==> config.mk <==
export PLATFORM = sky130hd
export DESIGN_NAME = frame_scan_ctrl
export DESIGN_NICKNAME = d
export VERILOG_FILES = /design/src/rtl/stereo_pkg.sv /design/src/rtl/scan_addr_gen.sv /design/src/rtl/frame_scan_ctrl.sv
export SDC_FILE = /design/constraint.sdc
export NUM_CORES = 1
export LEC_CHECK = 0
export CORE_UTILIZATION = 50
export DETAILED_ROUTE_END_ITERATION = 6
export PLACE_DENSITY = 0.75
export SLEW_MARGIN = 0
export SYNTH_ARGS = -nofsm -noshare
export SYNTH_HDL_FRONTEND = slang
export SYNTH_SLANG_ARGS = --single-unit
==> constraint.sdc <==
create_clock -name HCLK -period 3 [get_ports HCLK]
set_clock_uncertainty 0.05 [all_clocks]
set_input_delay 0.6 -clock HCLK [delete_from_list [all_inputs] [get_ports HCLK]]
set_output_delay 0.6 -clock HCLK [all_outputs]
set_load 0.01 [all_outputs]
==> src/rtl/stereo_pkg.sv <==
// Shared types and sizing for the stereo frame scanner: state encoding,
// default image geometry and the widths of the address/row/column buses.
package stereo_pkg;
  typedef enum logic [2:0] {
    ST_IDLE  = 3'd0,
    ST_VSYNC = 3'd1,
    ST_HSYNC = 3'd2,
    ST_DATA  = 3'd3,
    ST_DONE  = 3'd4
  } scan_state_t;

  localparam int DEF_WIDTH  = 320;
  localparam int DEF_HEIGHT = 240;
  localparam int ADDR_W     = 17;
  localparam int ROW_W      = 9;
  localparam int COL_W      = 10;
  localparam int CNT_W      = 9;
endpackage

==> src/rtl/scan_addr_gen.sv <==
// Row/column/address stepper for the scanner. Advances by one pixel pair per
// accepted beat; the address is kept incrementally so no multiplier is needed.
module scan_addr_gen
  import stereo_pkg::*;
#(
  parameter int WIDTH  = DEF_WIDTH,
  parameter int HEIGHT = DEF_HEIGHT
) (
  input  logic              clk,
  input  logic              rst_n,
  input  logic              clr,
  input  logic              step,
  output logic [ROW_W-1:0]  row,
  output logic [COL_W-1:0]  col,
  output logic [ADDR_W-1:0] addr,
  output logic              line_end,
  output logic              row_last
);
  localparam logic [COL_W-1:0] COL_LAST = COL_W'(WIDTH - 2);
  localparam logic [ROW_W-1:0] ROW_LAST = ROW_W'(HEIGHT - 1);

  assign line_end = (col == COL_LAST);
  assign row_last = (row == ROW_LAST);

  // WIDTH*row+col steps by 2 across line wraps too, since the next line
  // starts exactly 2 pixels after the last pair of the current one.
  always_ff @(posedge clk or negedge rst_n) begin
    if (!rst_n) begin
      row  <= '0;
      col  <= '0;
      addr <= '0;
    end else if (clr) begin
      row  <= '0;
      col  <= '0;
      addr <= '0;
    end else if (step) begin
      if (!line_end) begin
        col  <= col + COL_W'(2);
        addr <= addr + ADDR_W'(2);
      end else if (!row_last) begin
        col  <= '0;
        row  <= row + ROW_W'(1);
        addr <= addr + ADDR_W'(2);
      end
    end
  end
endmodule

==> src/rtl/frame_scan_ctrl.sv <==
// Frame scan controller: VSYNC start-up phase, per-line HSYNC gap, then
// pixel-pair reads from the L/R image memories with downstream back-pressure.
module frame_scan_ctrl
  import stereo_pkg::*;
#(
  parameter int WIDTH          = DEF_WIDTH,
  parameter int HEIGHT         = DEF_HEIGHT,
  parameter int START_UP_DELAY = 100,
  parameter int HSYNC_DELAY    = 160
) (
  input  logic              HCLK,
  input  logic              HRESETn,
  input  logic              start,
  input  logic              abort,
  input  logic              out_ready,
  output logic              rd_en,
  output logic [ADDR_W-1:0] rd_addr,
  output logic              pix_valid,
  output logic              VSYNC,
  output logic              HSYNC,
  output logic [ROW_W-1:0]  row,
  output logic [COL_W-1:0]  col,
  output logic              busy,
  output logic              done
);
  localparam logic [CNT_W-1:0] VS_LAST = CNT_W'(START_UP_DELAY);
  localparam logic [CNT_W-1:0] HS_LAST = CNT_W'(HSYNC_DELAY);

  scan_state_t      state;
  logic [CNT_W-1:0] vcnt, hcnt;
  logic             line_end, row_last, kill, clr, step;

  assign rd_en = (state == ST_DATA) && out_ready;
  assign kill  = abort && (state != ST_IDLE);
  assign clr   = kill || (state == ST_DONE);
  assign step  = rd_en && !abort;
  assign VSYNC = (state == ST_VSYNC);
  assign HSYNC = (state == ST_DATA);
  assign busy  = (state != ST_IDLE);
  assign done  = (state == ST_DONE);

  // Counters default to clear every cycle and only count in their own phase.
  always_ff @(posedge HCLK or negedge HRESETn) begin
    if (!HRESETn) begin
      state     <= ST_IDLE;
      vcnt      <= '0;
      hcnt      <= '0;
      pix_valid <= 1'b0;
    end else begin
      pix_valid <= rd_en;
      vcnt      <= '0;
      hcnt      <= '0;
      if (kill) begin
        state <= ST_IDLE;
      end else begin
        case (state)
          ST_IDLE:  if (start) state <= ST_VSYNC;
          ST_VSYNC: if (vcnt == VS_LAST) state <= ST_HSYNC;
                    else vcnt <= vcnt + CNT_W'(1);
          ST_HSYNC: if (hcnt == HS_LAST) state <= ST_DATA;
                    else hcnt <= hcnt + CNT_W'(1);
          ST_DATA:  if (rd_en && line_end) state <= row_last ? ST_DONE : ST_HSYNC;
          ST_DONE:  state <= ST_IDLE;
          default:  state <= ST_IDLE;
        endcase
      end
    end
  end

  scan_addr_gen #(.WIDTH(WIDTH), .HEIGHT(HEIGHT)) u_addr (
    .clk      (HCLK),
    .rst_n    (HRESETn),
    .clr      (clr),
    .step     (step),
    .row      (row),
    .col      (col),
    .addr     (rd_addr),
    .line_end (line_end),
    .row_last (row_last)
  );
endmodule

==> results.toml, run 1 <==
[status]
status = "completed"

[clock_network]
clk_latency_ps = 310
cts_tree = "done"
cts-root-buf = "clkbuf_8"
h-tree-depth = 2
clock-sinks = 56
numCtsBuffers = 5
post_cts_buffers = 0
cts_hold_buf = 0
max-clock-path-buffers = 2
clkTransAtPathRegs_ps = 100
cts_resized = 0

[critical_path]
cpPeakStageDelay_ps = 550
crit_top_cell = "clkdlybuf4s50_1"
crit_type = "input pin to output pin"
crit_fanout = 5
required_ps = 2350
startpoint_type = "input pin"
end_kind = "output pin"
path_cells = "clkdlybuf4s50_1, and2_1, clkdlybuf4s50_1"
worst_ep_arrival_time_ps = 1850
cpMaxStageDelayCell = "clkdlybuf4s50_1"

[timing]
final_hold_viol_count = 0
final_max_slew_viol_count = 0
post-route-period-util = 0.834
worst_pin_slew_ps = 680
whs_ps = 351
rsz0062_at_grt = "false"
finalCriticalPeriod_ps = 2500
finalSetupViolations = 0
max_freq_ghz = 0.400
finalSetupTns_ps = 0
worst_slack_ps = 499
relSlewSlack = 0.546

[final_layout]
post-route-cell-area_mm2 = 0.00361
area_growth_pct = 20.0
drive_above_1_share = 0.0793
num_antenna_cells = 0
nNetsFinal = 364
fill_cells = 477

[floorplanning]
die_w_um = 79.5
die_area_mm2 = 0.00633
ios = 47
design.core.area_mm2 = 0.00564
rows = 27
initial_utilization = 0.533
dieHeight_um = 79.5

[route]
antenna_left = 0
drc = 0
firstDrtPassIters = 4
routedWlPerCell_um = 14.2
drtIter0Drc = 174
wl_um = 6020
detail_route.vias_per_cell = 5.64
num_vias = 2396

[global_routing]
antenna_found_initial = 0
grt_max_degree = 57
track_usage = 0.209
grt_pass1_wl_um = 10400
grt_use_met2 = 0.350
grt_pass1_vias = 2275
use_met1 = 0.279
grt_busiest_layer = "met2"
grt_util_met3 = 0.0434
grt-ovfl-total = 0

[power_and_ir_drop]
seq_power_share = 0.517
pwr_density_cell_mw_per_mm2 = 457
internal_power_w = 0.00114
switching_share = 0.310
power.share.clock = 0.268
p_comb_frac = 0.215
ir_drop_uv = 314
switchingPower_w = 0.000511
p_leak_nw = 1.41

[placed_design]
gp_congestion = 0.784
dp_worst_setup_slack_ps = 245
dp_hpwl_um = 4130
dpl-instance-area_mm2 = 0.00351
io_buffers = 44

[synth]
synth_ff_type = "dfrtp_1"
synthAdderAreaFrac = 0.0291
synthSimpleGateAreaFrac = 0.246
synth.cell_area_mm2 = 0.00301
ys_seq_area_frac = 0.466
synthArstFlopShare = 1.00
syn_avg_cell_area_um2 = 9.73
yosysWarnings = 0
synth_top_family_by_area = "simple AND/OR/NAND/NOR gates"
synth_edf_count = 0
ys_ff_latch = 56
synthMuxAreaShare = 0.00666
synth_xor_xnor_area_share = 0.105
syn_inst = 309
synth-compound-area-share = 0.105
synth.distinct_cells = 51

[hold_path]
hp-class = "input pin to asynchronous set/reset pin"

[job]
drv_cap = 0
==> cell usage in the layout (no fill, tap or decap), types with 2 or more instances in the layout <==
master            n
dfrtp_1          56
nor2_1           52
clkdlybuf4s50_1  43
nand3_1          23
xnor2_1          21
nand2_1          15
xor2_1           15
inv_1            10
a21oi_1          10
nand4_1           9
a2111oi_0         9
buf_4             8
ha_1              7
clkbuf_8          6
and3_1            5
o21ai_1           5
and2_1            4
o31ai_1           4
a211oi_1          4
nand3b_1          3
or4_1             3
nor4_1            3
or3_1             2
nor4b_1           2
nor3b_1           2
o21ai_0           2
mux2i_1           2
a31oi_1           2
nor4_2            2
conb_1            2
clkinvlp_4        2
==> layer usage <==
metal / share of wire / wire length (um)
met1: 0.48 / 2870
met2: 0.47 / 2850
met3: 0.044 / 263
met4: 0.0052 / 31
met5: 0 / 0
==> final cells by class <==
| class | count | area (um^2) | area share |
|---|---|---|---|
| Timing Repair Buffer | 52 | 495 | 0.137 |
| Tap cell | 72 | 90.1 | 0.0250 |
| Inverter | 10 | 37.5 | 0.0104 |
| Sequential cell | 56 | 1400 | 0.388 |
| Clock inverter | 2 | 15.0 | 0.00416 |
| Clock buffer | 6 | 82.6 | 0.0229 |
| Multi-Input combinational cell | 227 | 1490 | 0.412 |
==> cells by family (layout without fill, tap and decap cells) <==
kind of cell | after synthesis | after routing
AOI/OAI and AO/OA | 42 | 42
xor gates and xnor gates | 36 | 36
adders and majority gates | 7 | 7
buffers and inverters | 27 | 70
DFF | 56 | 56
muxes | 2 | 2
other | 1 | 2
and+or+nand+nor | 138 | 138
==> power groups by stage <==
stage | logic [W] | registers [W] | clock network (W)
2_1_floorplan | 0.000234 | 0.000839 | 0
3_3_place_gp | 0.000352 | 0.000864 | 0
3_5_place_dp | 0.000360 | 0.000867 | 0
4_1_cts | 0.000361 | 0.000852 | 0.000448
5_1_grt | 0.000390 | 0.000861 | 0.000481
6_report | 0.000354 | 0.000852 | 0.000441
==> registers in the layout (all words and copies together), names as in the netlist <==
register / count
hcnt: 9
pix_valid: 1
state: 3
u_addr.addr: 16
u_addr.col: 9
u_addr.row: 9
vcnt: 9
==> synth_stat cells, types with 4 or more instances <==
cell | count | area [um^2]
and2_1 | 4 | 25.0
nor2_1 | 52 | 195
nand3_1 | 23 | 115
ha_1 | 7 | 87.6
o21ai_1 | 5 | 25.0
a2111oi_0 | 9 | 78.8
dfrtp_1 | 56 | 1400
a211oi_1 | 4 | 30.0
inv_1 | 10 | 37.5
o31ai_1 | 4 | 30.0
clkbuf_1 | 9 | 33.8
and3_1 | 5 | 31.3
nand4_1 | 9 | 56.3
xnor2_1 | 21 | 184
a21oi_1 | 10 | 50.1
xor2_1 | 15 | 131
nand2_1 | 15 | 56.3
==> stage by stage <==
step | std cells | total power [W] | utilization
final | 425 | 0.00165 | 0.639
after global routing | 425 | 0.00173 | 0.639
after CTS | 425 | 0.00166 | 0.639
after detailed placement | 417 | 0.00123 | 0.622
after global placement | 417 | 0.00122 | 0.622
after floorplan | 310 | 0.00107 | -
==> worst paths after layout <==
check                              start         endpoint  slack, ps  depth (start not counted)
max                            out_ready            rd_en        500                          3
min                              HRESETn  u_addr.addr[11]        350                          2
max reg2reg                u_addr.row[0]   u_addr.addr[2]        690                          6
min reg2reg                      vcnt[0]          vcnt[0]        450                          1
max in group asynchronous        HRESETn    u_addr.col[4]       2100                          2
min in group HCLK                vcnt[0]          vcnt[0]        450                          1
==> worst max-delay path: cells and delay by family <==
kind / cells / cell delay (ps)
buffers and inverters: 2 / 1080
AND/OR/NAND/NOR: 1 / 170
Note: power is estimated with default switching activity, not from simulation.
==> inputs of run 2 (changes only) <==
- CORE_UTILIZATION: 50 -> 49
- PLACE_DENSITY: 0.75 -> 0.77
- clock period: 3 -> 2.13 ns (I/O delays scaled with it)
==> run 2 against run 1 <==
Net effect:
- worst hold slack got worse by 300 ps
- routed wire length rose by 14%
- clock power rose by 26%
- sequential cell count did not move
- global-route usage rose by 1.7 points
- sequential share of layout area fell by 3.9 points
==> results.toml, run 2 (synthesis results as in run 1) <==
[route]
routedWlPerCell_um = 14.6
wl_um = 6850
firstDrtPassIters = 4
drtIter0Drc = 136
detail_route.vias_per_cell = 5.54
drc = 0
antenna_left = 0
num_vias = 2599

[clock_network]
clock-sinks = 56
cts_tree = "done"
numCtsBuffers = 5
cts-root-buf = "clkbuf_8"
clk_latency_ps = 310
clkTransAtPathRegs_ps = 90
max-clock-path-buffers = 2
h-tree-depth = 2
cts_hold_buf = 0

[final_layout]
drive_above_1_share = 0.201
nNetsFinal = 406
post-route-cell-area_mm2 = 0.00402
area_growth_pct = 33.8
final_common_cell = "dfrtp_1"
num_antenna_cells = 0
top_register = "u_addr.addr"
mostFrequentLayoutCells = "dfrtp_1, nor2_1, buf_4"
largest_register_ffs = 16
stdcell_count = 469

[timing]
final_hold_viol_count = 0
relSlewSlack = 0.659
worst_slack_ps = 77.4
rsz0062_at_grt = "true"
final_max_slew_viol_count = 0
max_freq_ghz = 0.487
worst_pin_slew_ps = 499
post-route-period-util = 0.964
finalSetupViolations = 0
finalCriticalPeriod_ps = 2050

[global_routing]
grt_pass1_wl_um = 11200
antenna_found_initial = 0
grt-ovfl-total = 0
grt_max_degree = 57
track_usage = 0.226
grt_pass1_vias = 2446

[critical_path]
worst_ep_arrival_time_ps = 2210
reg2reg_depth = 6
r2r_start = "u_addr.col[7]"
crit_type = "register to register"
r2r-end = "u_addr.row[3]"
end_kind = "register"
crit_fanout = 4
startpoint_type = "register"
r2r_slack_ps = 80
required_ps = 2280

[power_and_ir_drop]
pwr_density_cell_mw_per_mm2 = 594
ir_drop_uv = 358
p_leak_nw = 1.66

[floorplanning]
rows = 28
die_w_um = 80.3
dieHeight_um = 80.3
design.core.area_mm2 = 0.00592
die_area_mm2 = 0.00645
initial_utilization = 0.508
ios = 47

[job]
drv_cap = 0

[placed_design]
io_buffers = 44
dp.cells = 455
dp_worst_setup_slack_ps = -290
gp_congestion = 0.797
dp_hpwl_um = 4680
dpl-instance-area_mm2 = 0.00380

[hold_path]
hp-class = "input pin to asynchronous set/reset pin"

[status]
status = "completed"
run 2: timing repair:
| item | in CTS | in global routing |
|---|---|---|
| setup endpoints to repair | 18 | 26 |
| setup buffers | 3 | 5 |
| resized for setup | 6 | 16 |
| pin swaps | 0 | 3 |
run 2: worst max path at each step:
stage / endpoint / from / slack [ps]
2_1_floorplan: u_addr.addr[2] / u_addr.col[7] / 20
3_3_place_gp: u_addr.addr[10] / abort / -250
3_5_place_dp: u_addr.addr[14] / u_addr.row[1] / -290
4_1_cts: rd_en / state[2] / -10
5_1_grt: u_addr.row[3] / u_addr.col[7] / -20
6_report: u_addr.row[3] / u_addr.col[7] / 80
run 2: final cells by class:
type	count	area, um^2
Sequential cell	56	1410
Clock buffer	6	72.6
Clock inverter	1	5.00
Multi-Input combinational cell	227	1560
Timing Repair Buffer	94	853
Fill cell	449	1900
Tap cell	75	93.8
Inverter	10	37.5
run 2: critical path, stage by stage (launching register included):
cell	delay [ps]
dfrtp_1	390
or3b_4	430
or4_4	480
buf_6	150
nor4_4	250
xnor2_1	140
nor2_1	60
run 2: where the power goes:
group / leakage, nW / switching, W / internal, W
combinational: 0.845 / 0.000342 / 0.000307
sequential: 0.772 / 0.0000669 / 0.00112
clock: 0.0410 / 0.000329 / 0.000225
run 2: stage by stage:
| step | setup TNS [ps] | total power, W | util | hold slack [ps] |
|---|---|---|---|---|
| after CTS | -18.7 | 0.00237 | 0.662 | 58.5 |
| final | 0 | 0.00239 | 0.680 | 46.1 |
| after detailed placement | -3310 | 0.00177 | 0.642 | 398 |
| after global placement | -2700 | 0.00175 | 0.642 | 398 |
| after global routing | -38.4 | 0.00252 | 0.680 | 62.2 |
| after floorplan | 0 | 0.00151 | - | 80.4 |
run 2: per-layer routing:
layer | vias to the layer above | global-route usage | wire length, um
met1 | 1277 | 0.306 | 3120
met5 | - | 0 | 0
li1 | 1257 | - | -
met2 | 57 | 0.360 | 3400
met4 | 0 | 0.0804 | 83
met3 | 8 | 0.0432 | 243
==> inputs of run 3 (changes only) <==
- CORE_ASPECT_RATIO: unset -> 0.5
==> run 3 against run 2 <==
Net effect:
- clock-buffer cell count down 1
- critical endpoint is now u_addr.addr[13]
- largest cell class unchanged
- critical path depth up 1
- sequential share of layout area down 0.25 points
- fmax down 1.0%
- critical path type is now input pin to register
- via count down 1.0%
- worst hold slack better by 21 ps
- worst setup slack worse by 21 ps
==> results.toml, run 3 (synthesis results as in run 1) <==
[power_and_ir_drop]
p_leak_nw = 1.65
seq_power_share = 0.447
ir_drop_uv = 519
pwr_density_cell_mw_per_mm2 = 666
power.share.clock = 0.346
switching_share = 0.286
switchingPower_w = 0.000773
p_comb_frac = 0.207
internal_power_w = 0.00192

[floorplanning]
die_w_um = 113
dieHeight_um = 57.4
design.core.area_mm2 = 0.00571
ios = 47
initial_utilization = 0.527
die_area_mm2 = 0.00647
rows = 19

[timing]
final_hold_viol_count = 0
max_freq_ghz = 0.482
final_max_slew_viol_count = 0
finalCriticalPeriod_ps = 2070
worst_pin_slew_ps = 631
finalSetupViolations = 0
post-route-period-util = 0.974
rsz0062_at_grt = "true"
relSlewSlack = 0.576
whs_ps = 67.5

[global_routing]
track_usage = 0.232
grt_pass1_wl_um = 11900
grt_max_degree = 57
grt-ovfl-total = 0
grt_pass1_vias = 2563
antenna_found_initial = 0

[clock_network]
clk_latency_ps = 290
clock-sinks = 56
cts_hold_buf = 0
clkTransAtPathRegs_ps = 70
numCtsBuffers = 5
max-clock-path-buffers = 2
h-tree-depth = 2
cts_tree = "done"
cts-root-buf = "clkbuf_16"

[critical_path]
r2r_slack_ps = 70
cpPeakStageDelay_ps = 490
worst_ep_arrival_time_ps = 2210
cpMaxStageDelayCell = "a2111oi_0"
path_cells = "clkdlybuf4s50_1, and4bb_2, nand3_1, buf_4, a2111oi_0, xnor2_1, nor2_1"
startpoint_type = "input pin"
crit_type = "input pin to register"
crit_fanout = 11
required_ps = 2260
end_kind = "register"

[placed_design]
gp_congestion = 0.816
io_buffers = 44
dp_hpwl_um = 4830
dpl-instance-area_mm2 = 0.00377
dp.cells = 451

[job]
drv_cap = 0

[route]
detail_route.vias_per_cell = 5.58
firstDrtPassIters = 4
dr_wl_met2_um = 3420
routedWlPerCell_um = 15.3
antenna_left = 0
route.met3.wl_um = 360
num_vias = 2573
top_layer = "met4"
wl_um = 7030
drtIter0Drc = 105
m1WireLength_um = 3220
drc = 0

[hold_path]
hp-class = "input pin to asynchronous set/reset pin"

[final_layout]
top_register = "u_addr.addr"
final_common_cell = "dfrtp_1"
fill_cells = 419
largest_register_ffs = 16
stdcell_count = 461
mostFrequentLayoutCells = "dfrtp_1, nor2_1, buf_4"
num_antenna_cells = 0
post-route-cell-area_mm2 = 0.00405
nNetsFinal = 399
area_growth_pct = 34.7
drive_above_1_share = 0.196

[status]
status = "completed"
[run 3: power by group through the flow]
stage | registers (W) | clock network (W) | logic [W]
2_1_floorplan | 0.00118 | 0 | 0.000330
6_report | 0.00121 | 0.000934 | 0.000557
4_1_cts | 0.00120 | 0.000945 | 0.000553
5_1_grt | 0.00122 | 0.000992 | 0.000610
3_3_place_gp | 0.00121 | 0 | 0.000536
3_5_place_dp | 0.00122 | 0 | 0.000550
[run 3: critical path: cells and delay by family]
family	cells	cell delay, ps
buffers and inverters	2	610
AOI/OAI and AO/OA	1	490
xor gates and xnor gates	1	180
and+or+nand+nor	3	500
[run 3: what timing repair did]
action                                  CTS  global route
gates cloned                              0             0
endpoints found under the setup margin   22            15
resized for setup                         8            20
buffers inserted                          2             0
pin swaps                                 1             3
[run 3: area by class of cell]
type | count | area [um^2] | share of cell area
well taps | 73 | 91.3 | 0.0226
clock inverters | 3 | 42.5 | 0.0105
multi-input cells | 227 | 1560 | 0.386
repair buffers | 87 | 786 | 0.194
flip-flops and latches | 56 | 1400 | 0.347
clock buffers | 5 | 125 | 0.0309
inverters | 10 | 37.5 | 0.00927
[run 3: path summary, 6_finish.rpt]
check,startpoint,endpoint,cells past startpoint
min in group HCLK,vcnt[0],vcnt[0],1
setup reg to reg,u_addr.col[7],u_addr.addr[2],6
hold reg to reg,vcnt[0],vcnt[0],1
max in group asynchronous,HRESETn,state[0],2
setup / recovery,abort,u_addr.addr[13],7
hold / removal,HRESETn,vcnt[1],2
[run 3: layer usage]
metal / GRT usage / up-vias
li1: - / 1243
met1: 0.325 / 1247
met2: 0.369 / 78
met3: 0.0436 / 5
met4: 0.0762 / 0
met5: 0 / -
[run 3: stage by stage]
step	setup TNS (ps)	setup WS (ps)	utilization	power [W]
3_3_place_gp	-3970	-374	0.661	0.00175
3_5_place_dp	-5670	-503	0.661	0.00177
4_1_cts	0	1.20	0.699	0.00269
5_1_grt	-46.0	-31.6	0.710	0.00282
2_1_floorplan	0	20.8	-	0.00151
6_report	0	55.9	0.710	0.00270
